<file path="config.mk">
export PLATFORM = sky130hd
export DESIGN_NAME = req_ack_arbiter
export DESIGN_NICKNAME = d
export VERILOG_FILES = /design/src/rtl/req_ack_arbiter_pkg.sv /design/src/rtl/req_ack_arbiter_rr_pick.sv /design/src/rtl/req_ack_arbiter.sv
export SDC_FILE = /design/constraint.sdc
export NUM_CORES = 1
export LEC_CHECK = 0
export BUFFER_PORTS_ARGS = -buffer_cell sky130_fd_sc_hd__buf_2
export CAP_MARGIN = 20
export CORE_ASPECT_RATIO = 1.4
export CORE_MARGIN = 3
export CORE_UTILIZATION = 60
export CTS_BUF_LIST = sky130_fd_sc_hd__clkbuf_4 sky130_fd_sc_hd__clkbuf_8
export DETAILED_ROUTE_END_ITERATION = 8
export PLACE_DENSITY = 0.84
export SETUP_SLACK_MARGIN = 0.05
export SYNTH_ARGS = -nofsm -noshare
export SYNTH_HDL_FRONTEND = slang
export SYNTH_HIERARCHICAL = 1
export SYNTH_SLANG_ARGS = --single-unit
</file>
<file path="constraint.sdc">
create_clock -name clock -period 5.7 [get_ports clock]
set_clock_uncertainty 0.2 [all_clocks]
set_input_delay 0.57 -clock clock [delete_from_list [all_inputs] [get_ports clock]]
set_output_delay 0.57 -clock clock [all_outputs]
set_load 0.01 [all_outputs]
</file>
<file path="src/rtl/req_ack_arbiter_pkg.sv">
// Shared constants for the req/ack arbiter family: FSM state encoding and
// the default watchdog length.
package req_ack_arbiter_pkg;

  localparam logic [1:0] IDLE    = 2'd0;
  localparam logic [1:0] ISSUE   = 2'd1;
  localparam logic [1:0] WAIT    = 2'd2;
  localparam logic [1:0] RELEASE = 2'd3;

  localparam int DEFAULT_TIMEOUT = 16;

endpackage

</file>
<file path="src/rtl/req_ack_arbiter_rr_pick.sv">
// Combinational round-robin picker: first set request bit at or above ptr,
// wrapping at N. No state, no latency.
module rr_pick
  import req_ack_arbiter_pkg::*;
#(
  parameter int N    = 4,
  parameter int IDXW = 2
) (
  input  logic [N-1:0]    req,
  input  logic [IDXW-1:0] ptr,
  output logic            valid,
  output logic [IDXW-1:0] idx
);

  // Scan from the farthest offset down so the nearest match is written last.
  always_comb begin
    int j;
    valid = 1'b0;
    idx   = '0;
    for (int i = N - 1; i >= 0; i--) begin
      j = int'(ptr) + i;
      if (j >= N) j = j - N;
      if (req[j]) begin
        valid = 1'b1;
        idx   = IDXW'(j);
      end
    end
  end

endmodule

</file>
<file path="src/rtl/req_ack_arbiter.sv">
// Round-robin sharing of one req/ack slave among N requesters, with a watchdog
// that abandons a transaction after TIMEOUT silent WAIT cycles.
module req_ack_arbiter
  import req_ack_arbiter_pkg::*;
#(
  parameter int N       = 4,
  parameter int IDXW    = 2,
  parameter int TIMEOUT = DEFAULT_TIMEOUT
) (
  input  logic            clock,
  input  logic            reset_n,
  input  logic [N-1:0]    req,
  output logic [N-1:0]    ack,
  output logic [N-1:0]    err,
  output logic [IDXW-1:0] owner,
  output logic            busy,
  output logic            slave_req,
  input  logic            slave_ack,
  output logic            stray_ack
);

  localparam logic [7:0]      TMAX = 8'(TIMEOUT - 1);
  localparam logic [IDXW-1:0] LAST = IDXW'(N - 1);
  localparam logic [N-1:0]    ONE  = N'(1);

  logic [1:0]      state;
  logic [IDXW-1:0] ptr;
  logic [7:0]      timer;
  logic            pick_valid;
  logic [IDXW-1:0] pick_idx;

  rr_pick #(.N(N), .IDXW(IDXW)) u_pick (
    .req   (req),
    .ptr   (ptr),
    .valid (pick_valid),
    .idx   (pick_idx)
  );

  always_ff @(posedge clock or negedge reset_n) begin
    if (!reset_n) begin
      state     <= IDLE;
      ptr       <= '0;
      owner     <= '0;
      timer     <= '0;
      ack       <= '0;
      err       <= '0;
      slave_req <= 1'b0;
      busy      <= 1'b0;
      stray_ack <= 1'b0;
    end else begin
      slave_req <= 1'b0;
      ack       <= '0;
      err       <= '0;
      // A completion outside WAIT belongs to no one (e.g. arrives after a timeout).
      if (slave_ack && state != WAIT) stray_ack <= 1'b1;
      case (state)
        IDLE: begin
          if (pick_valid) begin
            owner     <= pick_idx;
            slave_req <= 1'b1;
            busy      <= 1'b1;
            state     <= ISSUE;
          end
        end
        ISSUE: begin
          timer <= '0;
          state <= WAIT;
        end
        WAIT: begin
          if (slave_ack) begin
            ack   <= ONE << owner;
            state <= RELEASE;
          end else if (timer == TMAX) begin
            err   <= ONE << owner;
            state <= RELEASE;
          end else if (timer != 8'hFF) begin
            timer <= timer + 8'd1;
          end
        end
        default: begin
          ptr   <= (owner == LAST) ? '0 : owner + 1'b1;
          busy  <= 1'b0;
          state <= IDLE;
        end
      endcase
    end
  end

endmodule

</file>
## Word level (Yosys, flattened, before mapping)

Index checks and enable logic that the tools add are counted.

| operators by class | value |
|---|---|
| add/subtract/negate cells | 9 |
| order comparisons | 8 |
| equal/unequal tests | 11 |
| shift operators | 1 |
| muxes and demuxes | 42 |
| bitwise gates (word level) | 1 |
| reductions and logical operators | 9 |

Operator list:

| cell | count |
|---|---|
| less-than comparator 32 x 4 -> 1 bit, second input constant | 4 |
| 2-to-1 mux 32 bit | 4 |
| >= comparator 32 x 4 -> 1 bit, second input constant | 3 |
| subtractor 32 x 4 -> 32 bit, second input constant | 3 |
| 2-to-1 mux 8 bit | 3 |
| 2-to-1 mux 4 bit | 5 |
| 2-to-1 mux 2 bit | 8 |
| one-hot mux 8 bit (2 select lines) | 1 |
| 2-to-1 mux 1 bit | 15 |
| inequality test 2 bit, second input constant | 5 |
| adder 8 x 1 -> 8 bit, second input constant | 1 |
| binary-select mux 1 bit (select 2 bit) | 4 |
| == test 8 x 4 -> 1 bit, second input constant | 1 |
| inequality test 8 bit, second input constant | 1 |
| adder 2 x 2 -> 3 bit, second input constant | 2 |
| one-hot mux 2 bit (3 select lines) | 1 |
| AND reduction 2 bit | 3 |
| == test 2 bit, second input constant | 2 |
| AND reduction 4 bit | 1 |
| left shift 1 x 2 -> 4 bit, first input constant | 1 |
| subtractor 2 x 3 -> 4 bit, second input constant | 1 |
| adder 2 x 1 -> 3 bit, second input constant | 1 |
| >= comparator 2 x 3 -> 1 bit, second input constant | 1 |
| inequality test 3 bit, second input constant | 1 |
| other kinds (9) | 9 |

| word-level totals | value |
|---|---|
| register bits after elaboration | 25 |
| output and inout bits | 13 |
| logic and storage cells | 90 |

## Longest topological paths before layout

Gate-level depths: netlist of run 1.

| logic depth | value |
|---|---|
| depth in word-level cells | 12 |
| gate-level depth with buffers | 6 |

## Cells and area by module

The synthesis of run 1 kept the hierarchy.

By module, submodules not included:

| module | instances | cells an instance | area each (um2) | seq. area each (um2) |
|---|---|---|---|---|
| req_ack_arbiter | 1 | 109 | 1,201.2 | 625.6 |
| rr_pick | 1 | 13 | 77.6 | 0.0 |

## Worst setup path before layout of run 1

No wires, ideal clock.

| timing | value |
|---|---|
| kind | register to register |
| start | reg timer[5] |
| end | reg state[1] |
| setup time | 128 ps |
| arrival time | 1,650 ps |
| data required time | 5,372 ps |
| path slack | 3,722 ps |
| cell stages (with the launch flop) | 6 |
| buffers on the path | 1 |
| path through | dfrtp_1 buf_6 or4_4 o21ai_1 a21boi_2 mux2_1 |

| between the ends | value |
|---|---|
| cells in the longest elaborated chain, start to end | 3 |

RTL lines:

| what | line | RTL |
|---|---|---|
| from (decl) | req_ack_arbiter.sv:28 | `logic [7:0] timer;` |
| from (signal assigned) | req_ack_arbiter.sv:77 | `timer <= timer + 8'd1;` |
| == test 8 x 4 -> 1 bit | req_ack_arbiter.sv:73 | `end else if (timer == TMAX) begin` |
| inequality test 3 bit (no source line) | n/a |  |
| AND reduction 2 bit (no source line) | n/a |  |
| to (signal assigned) | req_ack_arbiter.sv:72 | `state <= RELEASE;` |
| to (signal assigned) | req_ack_arbiter.sv:75 | `state <= RELEASE;` |
| to (signal assigned) | req_ack_arbiter.sv:83 | `state <= IDLE;` |
| to (decl) | req_ack_arbiter.sv:26 | `logic [1:0] state;` |

Every way passes these cells.
A chain may end at the register's enable or synchronous reset.

## Final worst setup path of run 1

| timing | value |
|---|---|
| start | reg state[0] |
| end | reg state[1] |

| between the ends | value |
|---|---|
| cells in the longest elaborated chain, start to end | 3 |

RTL lines:

| what | line | RTL |
|---|---|---|
| from (signal assigned) | req_ack_arbiter.sv:41 | `state <= IDLE;` |
| from (signal assigned) | req_ack_arbiter.sv:62 | `state <= ISSUE;` |
| from (signal assigned) | req_ack_arbiter.sv:67 | `state <= WAIT;` |
| == test 2 bit or logical NOT 2 bit (tied branches) | req_ack_arbiter.sv:56 | `case (state)` |
| inequality test 3 bit (no source line) or inequality test 2 bit (tied branches) | n/a |  |
| AND reduction 2 bit (no source line) | n/a |  |

Parallel ways exist; a longest one is shown, timed or not.

==> run_results.csv, run 1 <==
group,metric,value,unit
die,start_util,64.0,%
clocking,htree_levels,1,
die,core,0.00200,mm^2
clocking,cts_tree,"yes",
timing,rsz0062_at_grt,"no",
logic_synthesis,synth_edf_count,0,
die,fp.dieH,60.6,um
route,drt_iter0_drc,45,
logic_synthesis,yosys.area.top_type,"dfrtp_1",
logic_synthesis,ys_ff_latch,25,
die,num_rows,19,
setup_path,timing.critical_path.required,5710,ps
clocking,clock_latency,310,ps
setup_path,path_class,"register to register",
power_and_ir_drop,switching_share,38.7,%
clocking,cts_buffers,3,
power_and_ir_drop,cellLeakagePower,0.743,nW
logic_synthesis,synthesis.nets,138,
power_and_ir_drop,switching_power,0.220,mW
logic_synthesis,yosysSeqAreaShare,48.9,%
clocking,cts.path.max_buffers,2,
power_and_ir_drop,internal-power,0.350,mW
final_layout,fin_area,0.00141,mm^2
logic_synthesis,synth_ff_type,"dfrtp_1",
clocking,postCtsResizedCells,0,
timing,tightest_slew,546,ps
logic_synthesis,synth_top_area_share,48.9,%
logic_synthesis,yosys-top-cells-count,"dfrtp_1 (25), ha_1 (9), nand2_1 (9), nor2_1 (9), inv_1 (8)",
power_and_ir_drop,p_per_area,403,mW/mm^2
placement,detailed_place_hpwl,1.85,mm
setup_path,critical_path_arrival,2140,ps
logic_synthesis,async_flop_share,100,%
logic_synthesis,synthCells,122,
logic_synthesis,synthTopCellsByArea,"dfrtp_1 (49%), ha_1 (8.8%), and3_1 (2.9%), nand2_1 (2.6%), nor2_1 (2.6%)",
route,drt_pass1_iterations,4,
global_route,grt_pass1_wl,4.32,mm
clocking,cts_root_buf,"clkbuf_4",
clocking,cts_hold_buf,0,
route,ant_nets,0,
logic_synthesis,yosysMostFrequentCell,"dfrtp_1",
global_route,grt-ovfl-total,0,
setup_path,crit_path_end_kind,"register",
timing,period_share,37.4,%
die,io_pins,20,
die,die_w,45.0,um
clocking,post_cts_buffers,0,
timing,finalHoldViolations,0,
logic_synthesis,synth_cell_types,36,
route,drt_wl_total,2.40,mm
placement,dpl_cell_area,0.00139,mm^2
timing,fin_crit,2130,ps
global_route,grt_use_total,21.0,%
power_and_ir_drop,share_clk_of_total_power,13.5,%
placement,io_buffers,19,
timing,fmax,469,MHz
final_layout,nets,160,
clocking,clock-sinks,25,
job,cap_violations,0,
timing,setup_viol,0,
route,avgViaCountPerCell,6.12,
global_route,antenna_found_initial,0,
timing,setup_slack,3570,ps
route,remaining_drc_errors,0,
run_status,status,"complete, no violations",
route,routedWlPerCell,14.6,um
setup_path,crit_path_start_kind,"register",
timing,relSlewSlack,63.6,%
power_and_ir_drop,ir_worst_vdd,0.306,mV
global_route,grt_max_degree,26,
final_layout,area_delta_synth_final,10.5,%
placement,pre_cts_ws,3600,ps
logic_synthesis,netlist_area,0.00128,mm^2
power_and_ir_drop,power_frac_comb,41.5,%
placement,place_congestion,0.844,
final_layout,antenna_cells,0,
min_path,hold_path.class,"input port to async pin",
clocking,clk_pin_slew,140,ps
route,vias,1003,
global_route,grt_pass1_vias,1007,
final_layout,fillers,169,
logic_synthesis,avgSynthCellArea,10.5,um^2
timing,finalSetupTns,0,ps
final_layout,drive_gt1_share,20.3,%
die,die_area,0.00273,mm^2
power_and_ir_drop,seqPwrFrac,45.0,%
logic_synthesis,yosys_warnings,6,
setup_path,path_max_fanout,14,
timing,drv_slew,0,
==> logic make-up after synthesis <==
logic type      count (synthesis)  share of synthesized area (%)
buf+inv                        10                           3.52
simple gates                   45                           18.7
flops                          25                           48.9
mux                             5                           4.21
compound gates                 28                           15.9
fa+ha+maj                       9                           8.81
==> critical path, stage by stage (launching register included) <==
cell and delay, ps:
dfrtp_1 430, inv_1 110, ha_1 420, nor2b_1 290
o21ai_1 100, a21boi_2 180, mux2_1 310
==> per-layer routing <==
metal  wire length [um]  part of all wire, %  track usage, %  vias up
li1                   -                    -               -      475
met1                971                   40            25.3      494
met2               1280                   53            36.8       28
met3                100                  4.2            2.97        6
met4                 50                  2.1            8.37        0
met5                  0                    0               0        -
==> registers in the layout (all words and copies together), names as in the netlist <==
name       cells
stray_ack      1
ptr            2
ack            4
owner          2
slave_req      1
state          2
err            4
timer          8
busy           1
==> metrics by stage <==
stage          hold slack (ps)  cells  power (mW)  util (%)
6_report                  17.1    164       0.570      70.7
5_1_grt                   31.3    164       0.625      70.7
4_1_cts                   37.6    164       0.575      70.7
3_5_place_dp               263    160       0.499      69.4
3_3_place_gp               233    160       0.483      69.4
2_1_floorplan             74.4    122       0.426         -
==> path summary, 6_finish.rpt <==
kind                                            start               endpoint  slack [ps]  cells past startpoint
worst min register to register  stray_ack$_DFFE_PN0P_  stray_ack$_DFFE_PN0P_         280                      1
max in group asynchronous                     reset_n   state[0]$_DFFE_PN0P_        4910                      1
worst max register to register   state[0]$_DFFE_PN0P_   state[1]$_DFFE_PN0P_        3570                      6
worst min-delay path                          reset_n    slave_req$_DFF_PN0_          20                      1
worst max-delay path             state[0]$_DFFE_PN0P_   state[1]$_DFFE_PN0P_        3570                      6
min in group clock              stray_ack$_DFFE_PN0P_  stray_ack$_DFFE_PN0P_         280                      1
==> power by group through the flow <==
| stage | clock (mW) | sequential [mW] | combinational (mW) |
|---|---|---|---|
| finish | 0.0771 | 0.256 | 0.236 |
| CTS | 0.0783 | 0.257 | 0.239 |
| detailed placement | 0 | 0.261 | 0.238 |
| global route | 0.0872 | 0.264 | 0.274 |
| floorplan | 0 | 0.261 | 0.165 |
| global placement | 0 | 0.256 | 0.227 |
==> placed cells by master (no fill, tap or decap), types with 2 or more instances in the layout <==
cell,instances
buf_2,19
ha_1,9
clkbuf_4,3
o21ai_0,4
and3_1,6
mux2i_1,2
mux2_2,2
nor2_1,9
o21ai_1,2
a21oi_1,4
nand2_1,9
nand3_1,3
o211ai_1,2
o31ai_1,2
nor3_1,3
dfrtp_1,25
a31oi_1,3
nand2b_1,4
and2_1,4
inv_1,8
or3_1,2
a21o_1,3
==> cell type report <==
class | instances | area [um^2] | share of cell area, %
flip-flops and latches | 25 | 626 | 44.3
inverters | 8 | 30.0 | 2.13
repair buffers | 19 | 95.1 | 6.73
clock inverters | 1 | 5.00 | 0.354
multi-input cells | 87 | 608 | 43.0
clock buffers | 3 | 22.5 | 1.59
well taps | 21 | 26.3 | 1.86
(Power assumes the default switching activity.)
==> run 2: changes to the inputs <==
--- a/config.mk
+++ b/config.mk
@@ -5,14 +5,15 @@
 export SDC_FILE = /design/constraint.sdc
 export NUM_CORES = 1
 export LEC_CHECK = 0
+export ABC_AREA = 1
 export BUFFER_PORTS_ARGS = -buffer_cell sky130_fd_sc_hd__buf_2
 export CAP_MARGIN = 20
 export CORE_ASPECT_RATIO = 1.4
 export CORE_MARGIN = 3
-export CORE_UTILIZATION = 60
+export CORE_UTILIZATION = 59
 export CTS_BUF_LIST = sky130_fd_sc_hd__clkbuf_4 sky130_fd_sc_hd__clkbuf_8
 export DETAILED_ROUTE_END_ITERATION = 8
-export PLACE_DENSITY = 0.84
+export PLACE_DENSITY = 0.82
 export SETUP_SLACK_MARGIN = 0.05
 export SYNTH_ARGS = -nofsm -noshare
 export SYNTH_HDL_FRONTEND = slang
==> constraint.sdc (replaced) <==
create_clock -name clock -period 2 [get_ports clock]
set_clock_uncertainty 0.2 [all_clocks]
set_input_delay 0.2 -clock clock [delete_from_list [all_inputs] [get_ports clock]]
set_output_delay 0.2 -clock clock [all_outputs]
set_load 0.01 [all_outputs]
==> run 2 against run 1 <==
Against the previous run:
- area after synthesis is 14% higher
- clock power grew to 3.1 times the previous value
- maximum frequency is 16% higher
- highest routed layer unchanged
- critical path depth is 3 higher
- sequential share of layout area is 5.5 points lower
- via count is 22% higher
- worst setup slack worse by 3400 ps
- total power grew to 3.4 times the previous value
- die area is 14% higher
==> run_results.csv, run 2 <==
group,metric,value,unit
route,avgViaCountPerCell,5.31,
timing,relSlewSlack,63.5,%
route,routedWlPerCell,12.4,um
clocking,clk_pin_slew,140,ps
logic_synthesis,synth_top_family_by_area,"simple AND/OR/NAND/NOR gates",
die,num_rows,20,
placement,placed_cells,224,
clocking,cts_buffers,3,
route,vias,1221,
setup_path,crit_path_start_kind,"register",
global_route,antenna_found_initial,0,
final_layout,antenna_cells,0,
logic_synthesis,synth-simple-area-share,28.6,%
logic_synthesis,ys_ff_latch,25,
logic_synthesis,synth_compound_area_share,10.9,%
placement,dpl_cell_area,0.00156,mm^2
logic_synthesis,yosys.area.top_type,"dfrtp_1",
final_layout,largest_register,"timer",
timing,fmax,542,MHz
logic_synthesis,muxShareOfSynthArea,0.772,%
final_layout,layout_commonest_cell,"nand2_1",
setup_path,cp_top_family,"simple AND/OR/NAND/NOR gates",
placement,io_buffers,19,
clocking,clock-sinks,25,
setup_path,path_max_fanout,12,
logic_synthesis,yosys-top-cells-count,"nand2_1 (48), dfrtp_1 (25), inv_1 (22)",
clocking,clock_latency,330,ps
logic_synthesis,yosysSeqAreaShare,42.9,%
route,ant_nets,0,
clocking,cts_root_buf,"clkbuf_4",
placement,place_congestion,0.834,
power_and_ir_drop,ir_worst_vdd,0.889,mV
setup_path,path_class,"register to register",
final_layout,final_cells,230,
setup_path,critical_path_arrival,1870,ps
setup_path,path_buf_inv,1,
route,drt_pass1_iterations,4,
logic_synthesis,synth_cell_types,29,
timing,finalSetupTns,0,ps
setup_path,timing.critical_path.required,2020,ps
logic_synthesis,netlist_area,0.00146,mm^2
die,fp.dieH,64.8,um
timing,rsz0062_at_grt,"no",
setup_path,slowest_delay,520,ps
logic_synthesis,synthAdderAreaFrac,7.72,%
timing,finalHoldViolations,0,
timing,whs,171,ps
final_layout,fin_area,0.00162,mm^2
clocking,cts_tree,"yes",
final_layout,largest_reg_flops,8,
die,io_pins,20,
timing,setup_viol,0,
die,core,0.00225,mm^2
die,die_w,48.0,um
route,drt_wl_total,2.85,mm
global_route,grt_pass1_wl,4.69,mm
global_route,grt-ovfl-total,0,
job,cap_violations,0,
final_layout,final_cell_mix,"nand2_1 (48), dfrtp_1 (24), inv_1 (22)",
logic_synthesis,synthTopCellsByArea,"dfrtp_1 (43%), nand2_1 (12%), ha_1 (7.7%), nand3_1 (5.8%), inv_1 (5.7%)",
route,remaining_drc_errors,0,
logic_synthesis,avgSynthCellArea,7.89,um^2
setup_path,cp_common_cell,"nand2_1",
logic_synthesis,synthesis.nets,201,
global_route,grt_pass1_vias,1164,
logic_synthesis,yosysMostFrequentCell,"nand2_1",
placement,detailed_place_hpwl,2.24,mm
min_path,hold_path.class,"input port to async pin",
final_layout,fillers,191,
logic_synthesis,yosys_warnings,6,
final_layout,nets,225,
logic_synthesis,synthCells,185,
setup_path,path_cells,"inv_1 > nand2_1 > and2_4 > a21oi_1 > nand2_1 > nor2_1 > nor2_1 > nand2_1 > o21ai_1",
final_layout,area_delta_synth_final,10.9,%
setup_path,crit_path_end_kind,"register",
route,drt_iter0_drc,23,
die,die_area,0.00311,mm^2
clocking,htree_levels,1,
run_status,status,"complete, no violations",
setup_path,rrSetupSlack,150,ps
logic_synthesis,synth_top_area_share,42.9,%
logic_synthesis,synth_edf_count,0,
timing,period_share,92.3,%
final_layout,largestRegisters,"timer: 8 flops, ack: 4 flops, err: 4 flops",
setup_path,crit_slowest_cell,"dfrtp_2",
final_layout,drive_gt1_share,20.7,%
timing,tightest_slew,547,ps
clocking,post_cts_buffers,0,
global_route,grt_max_degree,26,
global_route,grt_use_total,20.8,%
power_and_ir_drop,p_per_area,1210,mW/mm^2
logic_synthesis,synth_xor_area_share,0,%
logic_synthesis,synth_ff_type,"dfrtp_1",
timing,drv_slew,0,
timing,fin_crit,1850,ps
logic_synthesis,async_flop_share,100,%
clocking,cts.path.max_buffers,2,
power_and_ir_drop,cellLeakagePower,0.837,nW
die,start_util,64.8,%
[run 2: kinds of logic after synthesis]
logic type	Yosys count
flops	25
fa+ha+maj	9
simple gates	94
mux	1
compound gates	27
buf+inv	29
[run 2: routing by layer]
metal	share of wire [%]	GRT usage (%)	vias to the layer above
li1	-	-	629
met1	39	20.9	563
met2	57	39.6	22
met3	1.9	2.50	7
met4	1.9	7.74	0
met5	0	0	-
[run 2: what timing repair did]
| action | CTS | global route |
|---|---|---|
| setup endpoints to repair | 0 | 11 |
| hold endpoints to repair | 29 | 0 |
| hold buffers | 2 | 0 |
| gates resized for setup | 0 | 3 |
[run 2: path summary, 6_finish.rpt]
kind | startpoint | end | depth (start not counted)
worst max-delay path | ptr[0]$_DFFE_PN0N_ | state[1]$_DFFE_PN0P_ | 9
worst min-delay path | reset_n | ack[1]$_DFF_PN0_ | 2
worst max register to register | ptr[0]$_DFFE_PN0N_ | state[1]$_DFFE_PN0P_ | 9
worst min register to register | stray_ack$_DFFE_PN0P_ | stray_ack$_DFFE_PN0P_ | 1
max in group asynchronous | reset_n | ptr[0]$_DFFE_PN0N_ | 2
min in group clock | req[0] | slave_req$_DFF_PN0_ | 7
[run 2: through the flow]
| stage | power [mW] | util [%] | setup slack [ps] |
|---|---|---|---|
| 4_1_cts | 1.94 | 71.3 | 61.8 |
| 6_report | 1.95 | 71.8 | 153 |
| 2_1_floorplan | 1.52 | - | 332 |
| 3_5_place_dp | 1.70 | 69.1 | 92.0 |
| 5_1_grt | 2.14 | 71.8 | 81.0 |
| 3_3_place_gp | 1.64 | 69.1 | 173 |
[run 2: layout make-up]
type	count	area [um^2]	area share [%]
multi-input cells	131	711	43.9
flip-flops and latches	25	627	38.7
inverters	26	98.8	6.11
repair buffers	22	123	7.58
clock buffers	3	22.5	1.39
clock inverters	1	8.76	0.541
well taps	22	27.5	1.70
[run 2: where the power goes]
group	internal, mW	leakage [nW]	switching [mW]	total, mW
Sequential	0.613	0.329	0.113	0.726
Clock	0.0815	0.0183	0.158	0.239
Combinational	0.371	0.490	0.619	0.990
Total	1.07	0.837	0.889	1.95
==> run 3: changes to the inputs <==
--- a/config.mk
+++ b/config.mk
@@ -10,10 +10,9 @@
 export CAP_MARGIN = 20
 export CORE_ASPECT_RATIO = 1.4
 export CORE_MARGIN = 3
-export CORE_UTILIZATION = 59
+export CORE_UTILIZATION = 30
 export CTS_BUF_LIST = sky130_fd_sc_hd__clkbuf_4 sky130_fd_sc_hd__clkbuf_8
 export DETAILED_ROUTE_END_ITERATION = 8
-export PLACE_DENSITY = 0.82
 export SETUP_SLACK_MARGIN = 0.05
 export SYNTH_ARGS = -nofsm -noshare
 export SYNTH_HDL_FRONTEND = slang
==> run 3 against run 2 <==
Against the previous run:
- first-iteration DRC count grew to 2.7 times the previous value
- routed wire length grew 0.60%
- count of clock-buffer cells in the layout is the same
- critical path type unchanged
- clock power grew 26%
- non-clock buffer count grew 2
- combinational power is essentially flat
- worst setup slack gained 10 ps
- total power grew 3.2%
- core utilization shrank 35 points
==> run_results.csv, run 3 (synthesis results as in run 2) <==
group,metric,value,unit
run_status,status,"complete, no violations",
final_layout,final_cell_mix,"nand2_1 (48), dfrtp_1 (25), inv_1 (22)",
final_layout,layout_commonest_cell,"nand2_1",
power_and_ir_drop,power_frac_comb,49.6,%
timing,finalHoldViolations,0,
global_route,grt.met1_usage,12.6,%
timing,drv_slew,0,
setup_path,crit_path_start,"state[0]$_DFFE_PN0P_",
final_layout,antenna_cells,0,
clocking,cts_root_buf,"clkbuf_8",
global_route,grtUsageMet3,1.78,%
final_layout,largest_reg_flops,8,
power_and_ir_drop,switching_share,43.6,%
power_and_ir_drop,seqPwrFrac,35.4,%
placement,pre_cts_ws,192,ps
global_route,grt-ovfl-total,0,
setup_path,crit_slowest_cell,"dfrtp_1",
global_route,grt_pass1_vias,1209,
final_layout,fillers,502,
power_and_ir_drop,switching_power,0.880,mW
global_route,grt_max_degree,26,
die,io_pins,20,
die,num_rows,29,
setup_path,worstSetupEndpoint,"state[0]$_DFFE_PN0P_",
die,die_w,64.9,um
clocking,cts.path.max_buffers,2,
setup_path,regToRegEndpoint,"state[0]$_DFFE_PN0P_",
die,die_area,0.00575,mm^2
timing,finalSetupTns,0,ps
job,cap_violations,0,
final_layout,drive_gt1_share,20.5,%
setup_path,critical_path_arrival,1800,ps
power_and_ir_drop,p_per_area,1190,mW/mm^2
setup_path,cp_common_cell,"nor2_1",
timing,rsz0062_at_grt,"no",
setup_path,reg2reg_depth,8,
setup_path,r2r-start,"state[0]$_DFFE_PN0P_",
global_route,grtUsageMet2,20.5,%
route,drt_pass1_iterations,4,
timing,relSlewSlack,62.2,%
die,fp.dieH,88.5,um
route,vias,1219,
timing,setup_slack,164,ps
clocking,clock-sinks,25,
setup_path,crit_path_end_kind,"register",
final_layout,largest_register,"timer",
power_and_ir_drop,internal-power,1.14,mW
final_layout,nets,227,
placement,place_congestion,0.880,
timing,whs,255,ps
final_layout,area_delta_synth_final,16.1,%
clocking,htree_levels,1,
setup_path,path_cells,"inv_1 > ha_1 > inv_2 > or2_4 > nor2_1 > nor2_1 > nand2_1 > o21ai_1",
timing,setup_viol,0,
min_path,hold_path.class,"input port to async pin",
route,remaining_drc_errors,0,
timing,fmax,545,MHz
route,drt_wl_total,2.86,mm
setup_path,slowest_delay,410,ps
clocking,cts_buffers,3,
global_route,grt_use_total,11.1,%
global_route,antenna_found_initial,0,
power_and_ir_drop,share_clk_of_total_power,14.9,%
setup_path,path_max_fanout,6,
clocking,clock_latency,270,ps
setup_path,crit_path_start_kind,"register",
route,drt_iter0_drc,61,
placement,io_buffers,19,
clocking,clk_pin_slew,90,ps
timing,tightest_slew,567,ps
power_and_ir_drop,cellLeakagePower,0.857,nW
setup_path,rrSetupSlack,160,ps
placement,dpl_cell_area,0.00162,mm^2
placement,detailed_place_hpwl,2.17,mm
global_route,grt_pass1_wl,5.09,mm
die,core,0.00461,mm^2
route,ant_nets,0,
clocking,cts_tree,"yes",
final_layout,fin_area,0.00169,mm^2
route,routedWlPerCell,10.5,um
die,start_util,31.7,%
setup_path,path_class,"register to register",
setup_path,timing.critical_path.required,1960,ps
final_layout,largestRegisters,"timer: 8 flops, ack: 4 flops, err: 4 flops",
route,avgViaCountPerCell,4.48,
timing,period_share,91.8,%
timing,fin_crit,1840,ps
power_and_ir_drop,ir_worst_vdd,0.428,mV
clocking,post_cts_buffers,0,
global_route,top_usage_layer,"met2",
run 3: final cells by class:
class | count | area [um^2] | share of cell area [%]
clock buffers | 3 | 41.3 | 2.44
clock inverters | 1 | 5.00 | 0.295
well taps | 62 | 77.6 | 4.58
repair buffers | 24 | 138 | 8.12
inverters | 26 | 98.8 | 5.83
multi-input cells | 131 | 708 | 41.8
flip-flops and latches | 25 | 626 | 36.9
run 3: through the flow:
stage | std cells | total power [mW] | utilization, %
final | 272 | 2.02 | 36.8
after global routing | 272 | 2.23 | 36.8
after CTS | 272 | 2.03 | 36.6
after detailed placement | 266 | 1.72 | 35.2
after global placement | 266 | 1.70 | 35.2
after floorplan | 185 | 1.52 | -
run 3: how the worst min path moves through the flow:
stage / endpoint / slack [ps] / depth (start not counted)
2_1_floorplan: ack[0]$_DFF_PN0_ / -300 / 0
3_3_place_gp: ack[2]$_DFF_PN0_ / 30 / 1
3_5_place_dp: ack[2]$_DFF_PN0_ / 30 / 1
4_1_cts: ack[2]$_DFF_PN0_ / 260 / 2
5_1_grt: stray_ack$_DFFE_PN0P_ / 270 / 1
6_report: stray_ack$_DFFE_PN0P_ / 250 / 2
run 3: power groups by stage:
stage / clock (mW) / combinational, mW / sequential, mW
3_3_place_gp: 0 / 0.978 / 0.719
6_report: 0.301 / 1.00 / 0.715
3_5_place_dp: 0 / 0.989 / 0.726
2_1_floorplan: 0 / 0.802 / 0.718
4_1_cts: 0.316 / 1.00 / 0.716
5_1_grt: 0.336 / 1.16 / 0.737
run 3: routing by layer:
layer	wire length [um]	share of wire, %	vias to the layer above
li1	-	-	636
met1	1240	43	557
met2	1450	51	22
met3	114	4.0	4
met4	52	1.8	0
met5	0	0	-
run 3: worst max-delay path, delay by kind of cell (launching register included):
family                   cells  cell delay (ps)
adder cells (fa/ha/maj)      1              280
buffers and inverters        2              220
AND/OR/NAND/NOR              4              550
flip-flops                   1              410
AO/OA/AOI/OAI                1               60
run 3: repair_timing:
action                                  4_1_cts  5_1_grt
resized for setup                             0        2
endpoints found under the hold margin        26        0
hold buffers                                  2        0
endpoints found under the setup margin        0        8
